[src/rtl/traffic_ranker_if.sv]
// Bus bundle for the traffic rank engine: pass request, count snapshot input,
// and the ranked result with its write strobe and status flags.
interface traffic_ranker_if #(
    parameter int N_HOURS = 24,
    parameter int DATA_W  = 15,
    parameter int RANK_W  = 5
);
    logic                        start;
    logic [N_HOURS*DATA_W-1:0]   traffic_data;
    logic [N_HOURS*RANK_W-1:0]   ranked_data;
    logic                        wr_en;
    logic                        busy;
    logic                        done;

    // Requester side: issues start and counts, receives ranks and status
    modport master (
        output start,
        output traffic_data,
        input  ranked_data,
        input  wr_en,
        input  busy,
        input  done
    );

    // Ranker side
    modport slave (
        input  start,
        input  traffic_data,
        output ranked_data,
        output wr_en,
        output busy,
        output done
    );
endinterface

[src/rtl/traffic_ranker.sv]
// Traffic rank engine: snapshots N_HOURS hourly counts, then ranks one hour
// per cycle against every hour in parallel (0 = busiest, lower hour wins a
// tie) and publishes all ranks at once with a single-cycle write strobe.
module traffic_ranker #(
    parameter int N_HOURS = 24,
    parameter int DATA_W  = 15,
    parameter int RANK_W  = 5
) (
    input  logic                clk,
    input  logic                rst_n,
    traffic_ranker_if.slave     bus
);

    localparam int IDX_W = (N_HOURS > 1) ? $clog2(N_HOURS) : 1;
    localparam logic [IDX_W-1:0] LAST_IDX = IDX_W'(N_HOURS - 1);

    // Rank sums are RANK_W wide; they must be able to hold N_HOURS-1
    generate
        if ((2 ** RANK_W) < N_HOURS) begin : g_rank_w_check
            $error("traffic_ranker: RANK_W too small for N_HOURS");
        end
    endgenerate

    typedef enum logic [0:0] {
        IDLE = 1'b0,
        RANK = 1'b1
    } state_t;

    state_t                      state_reg;
    logic [IDX_W-1:0]            idx_reg;
    logic [DATA_W-1:0]           snap_reg     [N_HOURS];
    logic [RANK_W-1:0]           rank_buf_reg [N_HOURS];
    logic [N_HOURS*RANK_W-1:0]   ranked_reg;
    logic                        wr_en_reg;
    logic                        done_reg;
    logic                        busy_reg;

    logic [DATA_W-1:0]           cur_count;
    logic [N_HOURS-1:0]          beats;
    logic [RANK_W-1:0]           cur_rank;
    logic [N_HOURS*RANK_W-1:0]   ranked_next;

    assign cur_count = snap_reg[idx_reg];

    // Hour gi outranks the current hour if it is busier, or equally busy
    // with a lower hour index (the current hour never beats itself)
    generate
        for (genvar gi = 0; gi < N_HOURS; gi++) begin : g_cmp
            assign beats[gi] = (snap_reg[gi] > cur_count) ||
                               ((snap_reg[gi] == cur_count) && (IDX_W'(gi) < idx_reg));
        end
    endgenerate

    // Rank of the current hour = number of hours that outrank it
    always_comb begin
        cur_rank = '0;
        for (int k = 0; k < N_HOURS; k++) begin
            cur_rank = cur_rank + RANK_W'(beats[k]);
        end
    end

    // Result image for the completion edge: buffered ranks with the entry
    // being computed this cycle substituted in
    generate
        for (genvar gi = 0; gi < N_HOURS; gi++) begin : g_pack
            assign ranked_next[gi*RANK_W +: RANK_W] =
                (IDX_W'(gi) == idx_reg) ? cur_rank : rank_buf_reg[gi];
        end
    endgenerate

    // Control FSM with registered outputs; one hour ranked per RANK cycle
    always_ff @(posedge clk or negedge rst_n) begin
        if (!rst_n) begin
            state_reg  <= IDLE;
            idx_reg    <= '0;
            ranked_reg <= '0;
            wr_en_reg  <= 1'b0;
            done_reg   <= 1'b0;
            busy_reg   <= 1'b0;
            for (int k = 0; k < N_HOURS; k++) begin
                snap_reg[k]     <= '0;
                rank_buf_reg[k] <= '0;
            end
        end else begin
            case (state_reg)
                IDLE: begin
                    wr_en_reg <= 1'b0;
                    done_reg  <= 1'b0;
                    if (bus.start) begin
                        for (int k = 0; k < N_HOURS; k++) begin
                            snap_reg[k] <= bus.traffic_data[k*DATA_W +: DATA_W];
                        end
                        idx_reg   <= '0;
                        busy_reg  <= 1'b1;
                        state_reg <= RANK;
                    end
                end
                RANK: begin
                    rank_buf_reg[idx_reg] <= cur_rank;
                    if (idx_reg == LAST_IDX) begin
                        ranked_reg <= ranked_next;
                        wr_en_reg  <= 1'b1;
                        done_reg   <= 1'b1;
                        busy_reg   <= 1'b0;
                        idx_reg    <= '0;
                        state_reg  <= IDLE;
                    end else begin
                        idx_reg <= idx_reg + 1'b1;
                    end
                end
                default: begin
                    state_reg <= IDLE;
                end
            endcase
        end
    end

    assign bus.ranked_data = ranked_reg;
    assign bus.wr_en       = wr_en_reg;
    assign bus.done        = done_reg;
    assign bus.busy        = busy_reg;

endmodule

[src/flat_wrapper.sv]
// flat-port wrapper written by rule: the top's interface ports become plain ports
module traffic_ranker_flat 
#(
    parameter int N_HOURS = 24,
    parameter int DATA_W  = 15,
    parameter int RANK_W  = 5
)
  (clk, rst_n, bus_start, bus_traffic_data, bus_ranked_data, bus_wr_en, bus_busy, bus_done);
  traffic_ranker_if #(.N_HOURS(N_HOURS), .DATA_W(DATA_W), .RANK_W(RANK_W)) bus_i ();
  input  logic clk;
  input  logic rst_n;
  input wire logic [$bits(bus_i.start)-1:0] bus_start;
  input wire logic [$bits(bus_i.traffic_data)-1:0] bus_traffic_data;
  output wire logic [$bits(bus_i.ranked_data)-1:0] bus_ranked_data;
  output wire logic [$bits(bus_i.wr_en)-1:0] bus_wr_en;
  output wire logic [$bits(bus_i.busy)-1:0] bus_busy;
  output wire logic [$bits(bus_i.done)-1:0] bus_done;
  assign bus_i.start = bus_start;
  assign bus_i.traffic_data = bus_traffic_data;
  assign bus_ranked_data = bus_i.ranked_data;
  assign bus_wr_en = bus_i.wr_en;
  assign bus_busy = bus_i.busy;
  assign bus_done = bus_i.done;
  traffic_ranker #(.N_HOURS(N_HOURS), .DATA_W(DATA_W), .RANK_W(RANK_W)) u_core (.clk(clk), .rst_n(rst_n), .bus(bus_i));
endmodule
[config.mk]
export PLATFORM = sky130hd
export DESIGN_NAME = traffic_ranker_flat
export DESIGN_NICKNAME = d
export VERILOG_FILES = /design/src/rtl/traffic_ranker_if.sv /design/src/rtl/traffic_ranker.sv /design/src/flat_wrapper.sv
export SDC_FILE = /design/constraint.sdc
export NUM_CORES = 1
export LEC_CHECK = 0
export BUFFER_PORTS_ARGS = -buffer_cell sky130_fd_sc_hd__buf_2
export CAP_MARGIN = 10
export CELL_PAD_IN_SITES_DETAIL_PLACEMENT = 1
export CELL_PAD_IN_SITES_GLOBAL_PLACEMENT = 2
export CORE_MARGIN = 2
export CORE_UTILIZATION = 35
export DETAILED_ROUTE_END_ITERATION = 8
export GPL_TIMING_DRIVEN = 0
export PLACE_DENSITY_LB_ADDON = 0.1
export SKIP_LAST_GASP = 1
export SYNTH_ARGS = -nofsm -noshare
export SYNTH_HDL_FRONTEND = slang
export SYNTH_SLANG_ARGS = --single-unit
[constraint.sdc]
create_clock -name clk -period 8 [get_ports clk]
set_input_delay 0.8 -clock clk [delete_from_list [all_inputs] [get_ports clk]]
set_output_delay 0.8 -clock clk [all_outputs]
set_load 0.02 [all_outputs]
# == Word-level counts from Yosys, hierarchy flattened ==
# Index checks and enable logic that the tools add are counted.
# word_totals
in_bits,363
register_bits,608
wordCells,273
# op_classes
eq_ne,50
reduce_logical,53
muxes,41
addsub,24
n_bitwise,2
magnitude_cmp,50
# op_table
cell,n
15-bit equality test,24
15-bit greater-than comparator,24
5-bit 2-to-1 mux,27
120-bit bitwise mux,1
5-bit by 1-bit adder with 5-bit output,22
15-bit binary-select mux with 5-bit select,1
"4-bit by 5-bit equality test with 1-bit output, first input constant",8
"5-bit equality test, first input constant",8
"4-bit by 5-bit less-than comparator with 1-bit output, first input constant",8
"5-bit less-than comparator, first input constant",8
15-bit 2-to-1 mux,2
5-bit demux with 5-bit select,1
1-bit logical AND,25
1-bit logical OR,24
"3-bit by 5-bit equality test with 1-bit output, first input constant",4
"3-bit by 5-bit less-than comparator with 1-bit output, first input constant",4
"2-bit by 5-bit equality test with 1-bit output, first input constant",2
"1-bit by 5-bit less-than comparator with 1-bit output, first input constant",2
"2-bit by 5-bit less-than comparator with 1-bit output, first input constant",2
5-bit one-hot mux with 2 select lines,1
"6-bit greater-or-equal comparator, second input constant",1
"6-bit by 1-bit less-than comparator with 1-bit output, second input constant",1
5-bit inverter with 6-bit output,1
1-bit one-hot mux with 2 select lines,3
9 further kinds,16

# == Depth between registers and ports, before layout ==
# Gate-level depths: netlist (run 1).
# logic_depth
ltp_word,31
ltp_mapped,30

# == Least setup slack after synthesis (run 1) ==
# No wires, ideal clock.
# synth_path
path_kind,register -> register
startpoint,reg u_core.idx_reg[1]
endpoint,reg u_core.ranked_reg[104] (netlist: u_core.bus.ranked_data[104])
path_stages_with_launch,30
t_arrival_ns,8.386
path_buffers,3
slack_ns,-0.511
required_time_ns,7.875
cell_sequence,dfrtp_1 buf_4 buf_4 clkbuf_1 mux4_2 a22oi_1 nand2_1 a21oi_1 ha_1 and3_1 a21oi_1 o21ai_0 a221oi_1 o22ai_1 ha_1 fa_1 fa_1 fa_1 fa_1 inv_1 fa_1 inv_1 fa_1 inv_1 fa_1 inv_1 a21o_1 a21oi_1 o21ai_0 mux2_2
# synth_between
elab_chain_cells,31
# synth_lines
item,line_no,rtl
start: declaration,traffic_ranker.sv:30,logic [IDX_W-1:0] idx_reg;
start signal: assignment,traffic_ranker.sv:108,idx_reg <= idx_reg + 1'b1;
branches (longest 31 deep; another with 15-bit greater-than comparator),-,
end signal: assignment,traffic_ranker.sv:101,ranked_reg <= ranked_next;
end: declaration,traffic_ranker.sv:33,logic [N_HOURS*RANK_W-1:0] ranked_reg;
# Several ways; the timed one is not identified. The select of a mux whose other input is x is not followed.
# A chain may end at the register's enable or synchronous reset.

# == Worst setup path after layout (run 1) ==
# layout_path
startpoint,reg u_core.idx_reg[0]
endpoint,reg u_core.ranked_reg[104] (netlist: u_core.bus.ranked_data[104])
# Same word-level chain as after synthesis.

==> results of run 1 <==
-- per-layer routing --
metal	vias to the layer above	GRT usage (%)	part of all wire (%)
li1	12279	-	-
met1	14087	35.52	41
met2	819	49.22	50
met3	264	3.407	4.9
met4	2	12.60	4.8
met5	-	0	0.0092
-- placed cells by master, fill, tap and decap left out, types with 20 or more instances in the layout --
cell type	instances
nand2_1	438
buf_2	546
a22oi_2	20
o21ai_1	24
nand3_1	75
nor4_1	20
mux2_2	366
buf_12	28
nand4_1	70
buf_4	87
a211oi_1	40
a21oi_1	95
dfrtp_1	602
o21ai_0	185
mux4_2	90
clkbuf_16	79
ha_1	365
nor2_1	64
inv_1	57
a21o_1	27
clkbuf_1	34
o21ai_2	21
-- final cells by class --
cell class,instances,share of cell area (%)
repair buffers,618,9.650
clock inverters,31,1.147
inverters,62,0.5389
clock buffers,99,4.803
flip-flops and latches,603,34.94
well taps,1276,3.697
multi-input cells,2146,43.14
diodes,6,0.03477
plain buffers,129,2.048
-- timing repair --
item,CTS,global route
cloned,1,4
gates resized for setup,154,138
pin swaps,50,46
endpoints found under the setup margin,135,126
buffers inserted,72,35
-- kinds of logic (layout without fill, tap and decap cells) --
kind of cell | count (synthesis) | after routing | synth area share (%)
AND/OR/NAND/NOR | 770 | 770 | 10.26
multiplexers | 472 | 472 | 18.68
AO/OA/AOI/OAI | 513 | 513 | 9.061
adder cells (fa/ha/maj) | 388 | 388 | 14.73
other | 0 | 6 | 0
XOR/XNOR | 3 | 3 | 0.07768
flip-flops | 603 | 603 | 44.60
buffers and inverters | 193 | 939 | 2.596
-- path summary, 6_finish.rpt --
path	from	end	cells past startpoint
hold reg to reg	u_core.bus.ranked_data[64]$_DFFE_PN0P_	u_core.bus.ranked_data[64]$_DFFE_PN0P_	2
max in group asynchronous	rst_n	u_core.snap_reg[114]$_DFFE_PN0P_	3
setup / recovery	u_core.idx_reg[0]$_DFFE_PN0P_	u_core.bus.ranked_data[104]$_DFFE_PN0P_	33
setup reg to reg	u_core.idx_reg[0]$_DFFE_PN0P_	u_core.bus.ranked_data[104]$_DFFE_PN0P_	33
hold / removal	rst_n	u_core.bus.ranked_data[52]$_DFFE_PN0P_	1
min in group clk	bus_traffic_data[195]	u_core.snap_reg[150]$_DFFE_PN0P_	3
-- critical path, delay by kind of cell (launching register included) --
kind / cells / cell delay [ns]
buffers and inverters: 12 / 1.31
muxes: 2 / 0.78
and+or+nand+nor: 4 / 0.68
adders and majority gates: 9 / 3.49
AOI/OAI and AO/OA: 6 / 1.26
DFF: 1 / 0.44
-- metrics by stage --
stage / area, sq um / setup TNS (ns) / utilization, %
after floorplan: 33880 / 0 / -
after global placement: 37910 / -4227.22 / 39.37
after detailed placement: 38530 / -262.56 / 40.02
after CTS: 42390 / 0 / 44.02
after global routing: 43170 / -12.18 / 44.84
final: 43190 / -1.974 / 44.86
==> results_dict.tcl, run 1 <==
set metrics [dict create \
    status "complete, but fails checks" \
    violations "negative setup slack" \
    syn_area_sq_um 33830 \
    syn_nets 3693 \
    drtPass1Iterations 7 \
    grt_use_total_pct 28.40 \
    hold_buffers 0 \
    syn2layout_area_growth_pct 27.65 \
    rsz0062_at_grt "true" \
    max_freq_mhz 123.1 \
    grt_first_pass_wirelength_mm 204.5 \
    die_w_um 314.9 \
    die-area_sq_um 99170 \
    place_congestion 0.9149 \
    initial_core_util_pct 35.14 \
    synth.distinct_cells 65 \
    arrival_ns 8.64 \
    ys.flop_type "dfrtp_1" \
    critPathMaxFanout 5 \
    first_iter_violations 1570 \
    relSlewSlack_pct 31.41 \
    ctsRootBufferMaster "clkbuf_16" \
    cp_common_cell "fa_1" \
    fin_nets 4383 \
    tightest_slew_ns 1.029 \
    grt_pass1_vias 29867 \
    num_rows 114 \
    synth-edff-count 0 \
    synth_commonest_cells "603 x dfrtp_1, 449 x nand2_1, 371 x ha_1" \
    detail-route-antenna-nets 0 \
    max_stage_delay_ns 0.61 \
    hold_viol_final 0 \
    cts_sinks 603 \
    drv_cap 0 \
    multi_input_area_sq_um 18630 \
    wire_per_inst_um 28.33 \
    pre_cts_ws_ns -2.435 \
    hpwl_mm 110.8 \
    fin_skew_ns 0.02792 \
    cts_buffers 72 \
    whs_ns 0.1139 \
    fillers 10369 \
    io_pins 486 \
    cts_tree "done" \
    ys_seq_area_share_pct 44.60 \
    clk_pin_slew_ns 0.06 \
    drive_gt1_share_pct 38.99 \
    synth_cells 2942 \
    yosysMostFrequentCell "dfrtp_1" \
    die_h_um 314.9 \
    yosysTopAreaCell "dfrtp_1" \
    yosys_warnings 0 \
    clockBufferDepth 3 \
    setup_ws_ns -0.1260 \
    ys_ff_latch 603 \
    dp.cells 4725 \
    ys_top_cells_by_area "dfrtp_1 45%, ha_1 14%, mux2_2 12%" \
    cp-start-kind "flop" \
    cp_slowest_cell "fa_1" \
    async_flop_share_pct 100.0 \
    cp.required_ns 8.52 \
    setup_viol 50 \
    grt_remaining_overflow 0 \
    wl_mm 140.8 \
    port-buffer-count 485 \
    register_area_sq_um 15090 \
    drv_slew 0 \
    clock_latency_ns 0.65 \
    finalCritPeriodShare_pct 101.6 \
    stdcell_count 4970 \
    final.min_clock_period_ns 8.126 \
    grt_max_degree 120 \
    vias 27451 \
    largest_register_ffs 360 \
    worst-setup-path-type "reg2reg" \
    core_area_sq_um 96280 \
    h-tree-depth 3 \
    synth_top_area_share_pct 44.60 \
    synth_area_per_cell_sq_um 11.50 \
    drt-vias-per-instance 5.523 \
    post-route-drc-count 0 \
    hold_class "in2async" \
    end_kind "flop" \
    antenna_found_initial 15 \
    reg2reg_setup_slack_ns -0.13 \
]
Power of run 1 is not shown: default switching activity piles up to over one toggle a cycle in this logic, so the estimate is an artifact.
==> run 2, diff against run 1 <==
--- a/config.mk
+++ b/config.mk
@@ -5,13 +5,15 @@
 export SDC_FILE = /design/constraint.sdc
 export NUM_CORES = 1
 export LEC_CHECK = 0
-export BUFFER_PORTS_ARGS = -buffer_cell sky130_fd_sc_hd__buf_2
+export ABC_AREA = 1
 export CAP_MARGIN = 10
 export CELL_PAD_IN_SITES_DETAIL_PLACEMENT = 1
 export CELL_PAD_IN_SITES_GLOBAL_PLACEMENT = 2
+export CORE_ASPECT_RATIO = 0.5
 export CORE_MARGIN = 2
 export CORE_UTILIZATION = 35
 export DETAILED_ROUTE_END_ITERATION = 8
+export DONT_BUFFER_PORTS = 1
 export GPL_TIMING_DRIVEN = 0
 export PLACE_DENSITY_LB_ADDON = 0.1
 export SKIP_LAST_GASP = 1
==> run 2 against run 1 <==
Net effect:
- critical path depth is 1 higher
- the flow finishes with violations (negative hold slack, max-slew violations)
- global-route usage is 0.79 points higher
- first-iteration DRC count is 46% higher
==> results_dict.tcl, run 2 <==
set metrics [dict create \
    critPathMaxFanout 12 \
    final_area_sq_um 41390 \
    syn2layout_area_growth_pct 15.67 \
    whs_ns -0.1697 \
    core_area_sq_um 100800 \
    antenna_found_initial 22 \
    setup_ws_ns 0.1919 \
    cp_slowest_cell "fa_2" \
    grt.busiest_layer "met2" \
    ys.flop_type "dfrtp_1" \
    pre_cts_ws_ns -2.531 \
    async_flop_share_pct 100.0 \
    worst-setup-path-type "reg2reg" \
    clockBufferDepth 3 \
    yosysMostFrequentCell "nand2_1" \
    grt_use_total_pct 29.19 \
    port-buffer-count 0 \
    vias 31649 \
    synth_commonest_cells "1086 x nand2_1, 603 x dfrtp_1, 573 x nor2_1" \
    cts_buffers 61 \
    syn_nets 5145 \
    ys_ff_latch 603 \
    cp-start-kind "flop" \
    wire_per_inst_um 26.21 \
    yosysTopAreaCell "dfrtp_1" \
    fin_skew_ns 0.04580 \
    hpwl_mm 120.1 \
    initial_core_util_pct 35.51 \
    end_kind "flop" \
    max_stage_delay_ns 0.68 \
    clock_latency_ns 0.70 \
    max_freq_mhz 128.1 \
    wl_mm 155.2 \
    layout_common_cells "1076 x nand2_1, 602 x dfrtp_1, 532 x nor2_1" \
    hold_viol_final 192 \
    drv_slew 169 \
    synth.distinct_cells 38 \
    yosys_warnings 0 \
    post-route-drc-count 0 \
    cts_tree "done" \
    ys_seq_area_share_pct 42.17 \
    finalCritPeriodShare_pct 97.60 \
    cp.required_ns 8.60 \
    rsz0062_at_grt "true" \
    syn_area_sq_um 35780 \
    die_w_um 456.2 \
    fin_nets 5268 \
    tightest_slew_ns 1.958 \
    synth_top_area_share_pct 42.17 \
    hold_class "in2async" \
    grt_remaining_overflow 0 \
    ys_top_cells_by_area "dfrtp_1 42%, ha_1 13%, nand2_1 11%" \
    place_congestion 0.9332 \
    drive_gt1_share_pct 12.87 \
    arrival_ns 8.41 \
    synth_cells 4394 \
    drtPass1Iterations 5 \
    synth_area_per_cell_sq_um 8.143 \
    violations "negative hold slack, max-slew violations" \
    first_iter_violations 2294 \
    grt_use_met1_pct 39.12 \
    num_rows 82 \
    h-tree-depth 2 \
    setup_viol 0 \
    die-area_sq_um 105000 \
    synth-edff-count 0 \
    io_pins 486 \
    cts_sinks 603 \
    drv_cap 0 \
    drt-vias-per-instance 5.343 \
    grt_use_met2_pct 47.92 \
    placed_cell_area_sq_um 37900 \
    grt.met3_usage_pct 6.142 \
    grt_pass1_vias 32903 \
    grt_max_degree 604 \
    final_common_cell "nand2_1" \
    clk_pin_slew_ns 0.07 \
    detail-route-antenna-nets 0 \
    die_h_um 230.1 \
    ctsRootBufferMaster "clkbuf_16" \
    final.min_clock_period_ns 7.808 \
    status "complete, but fails checks" \
    largest_register_ffs 360 \
    relSlewSlack_pct -30.56 \
    grt_first_pass_wirelength_mm 223.8 \
]
[run 2: repair_timing]
| item | in CTS | in global routing |
|---|---|---|
| hold endpoints to repair | 603 | 439 |
| gates resized for setup | 223 | 74 |
| endpoints found under the setup margin | 135 | 130 |
| pin swaps | 28 | 22 |
| setup buffers | 34 | 11 |
[run 2: layer usage]
layer / wire [um] / vias up
met4: 3935 / 18
met5: 119 / -
met1: 69320 / 16013
li1: - / 14653
met3: 10150 / 214
met2: 71710 / 751
[run 2: worst max-delay path, delay by kind of cell, from the launching register on]
kind / cells / cell delay, ns
xor gates and xnor gates: 1 / 0.15
and+or+nand+nor: 13 / 1.66
AOI/OAI and AO/OA: 1 / 0.19
buffers and inverters: 10 / 1.40
DFF: 1 / 0.40
adders and majority gates: 9 / 3.84
[run 2: logic make-up (layout without fill, tap and decap cells)]
family / count (synthesis) / in the layout / synth area share, %
fa+ha+maj: 388 / 388 / 13.93
simple gates: 1900 / 1900 / 21.40
buf+inv: 570 / 744 / 6.508
xor+xnor: 2 / 2 / 0.04897
mux: 126 / 126 / 3.966
compound gates: 805 / 805 / 11.98
flops: 603 / 603 / 42.17
other cells: 0 / 11 / 0
[run 2: layout make-up]
type,instances,area [sq um]
antenna,11,27.53
clock buffer,81,1743
fill,12006,59370
timing repair buffer,60,733.2
inverter,400,1518
tap,1344,1682
multi-input combinational,3221,18890
buffer,170,1241
clock inverter,33,464.2
sequential,603,15090
[run 2: worst paths after layout]
check	startpoint	to	slack (ns)	depth (start not counted)
min in group clk	bus_traffic_data[304]	u_core.snap_reg[49]$_DFFE_PN0P_	0.24	1
worst max register to register	u_core.idx_reg[0]$_DFFE_PN0P_	u_core.bus.ranked_data[112]$_DFFE_PN0P_	0.19	34
worst min register to register	u_core.rank_buf_reg[93]$_DFFE_PN0P_	u_core.rank_buf_reg[93]$_DFFE_PN0P_	0.48	2
worst min-delay path	rst_n	u_core.bus.ranked_data[43]$_DFFE_PN0P_	-0.17	0
worst max-delay path	u_core.idx_reg[0]$_DFFE_PN0P_	u_core.bus.ranked_data[112]$_DFFE_PN0P_	0.19	34
max in group asynchronous	rst_n	u_core.snap_reg[240]$_DFFE_PN0P_	6.60	0
[run 2: metrics by stage]
step / util [%] / std cells / TNS, ns / hold WS [ns]
after CTS: 40.76 / 5901 / 0 / -0.2397
final: 41.08 / 5923 / 0 / -0.1697
after detailed placement: 37.62 / 5753 / -276.15 / 0.4677
after floorplan: - / 4394 / 0 / 0.4479
after global placement: 37.18 / 5738 / -610.38 / 0.4601
after global routing: 41.07 / 5921 / -0.07751 / -0.2084
Power of run 2 is left out for the same reason.
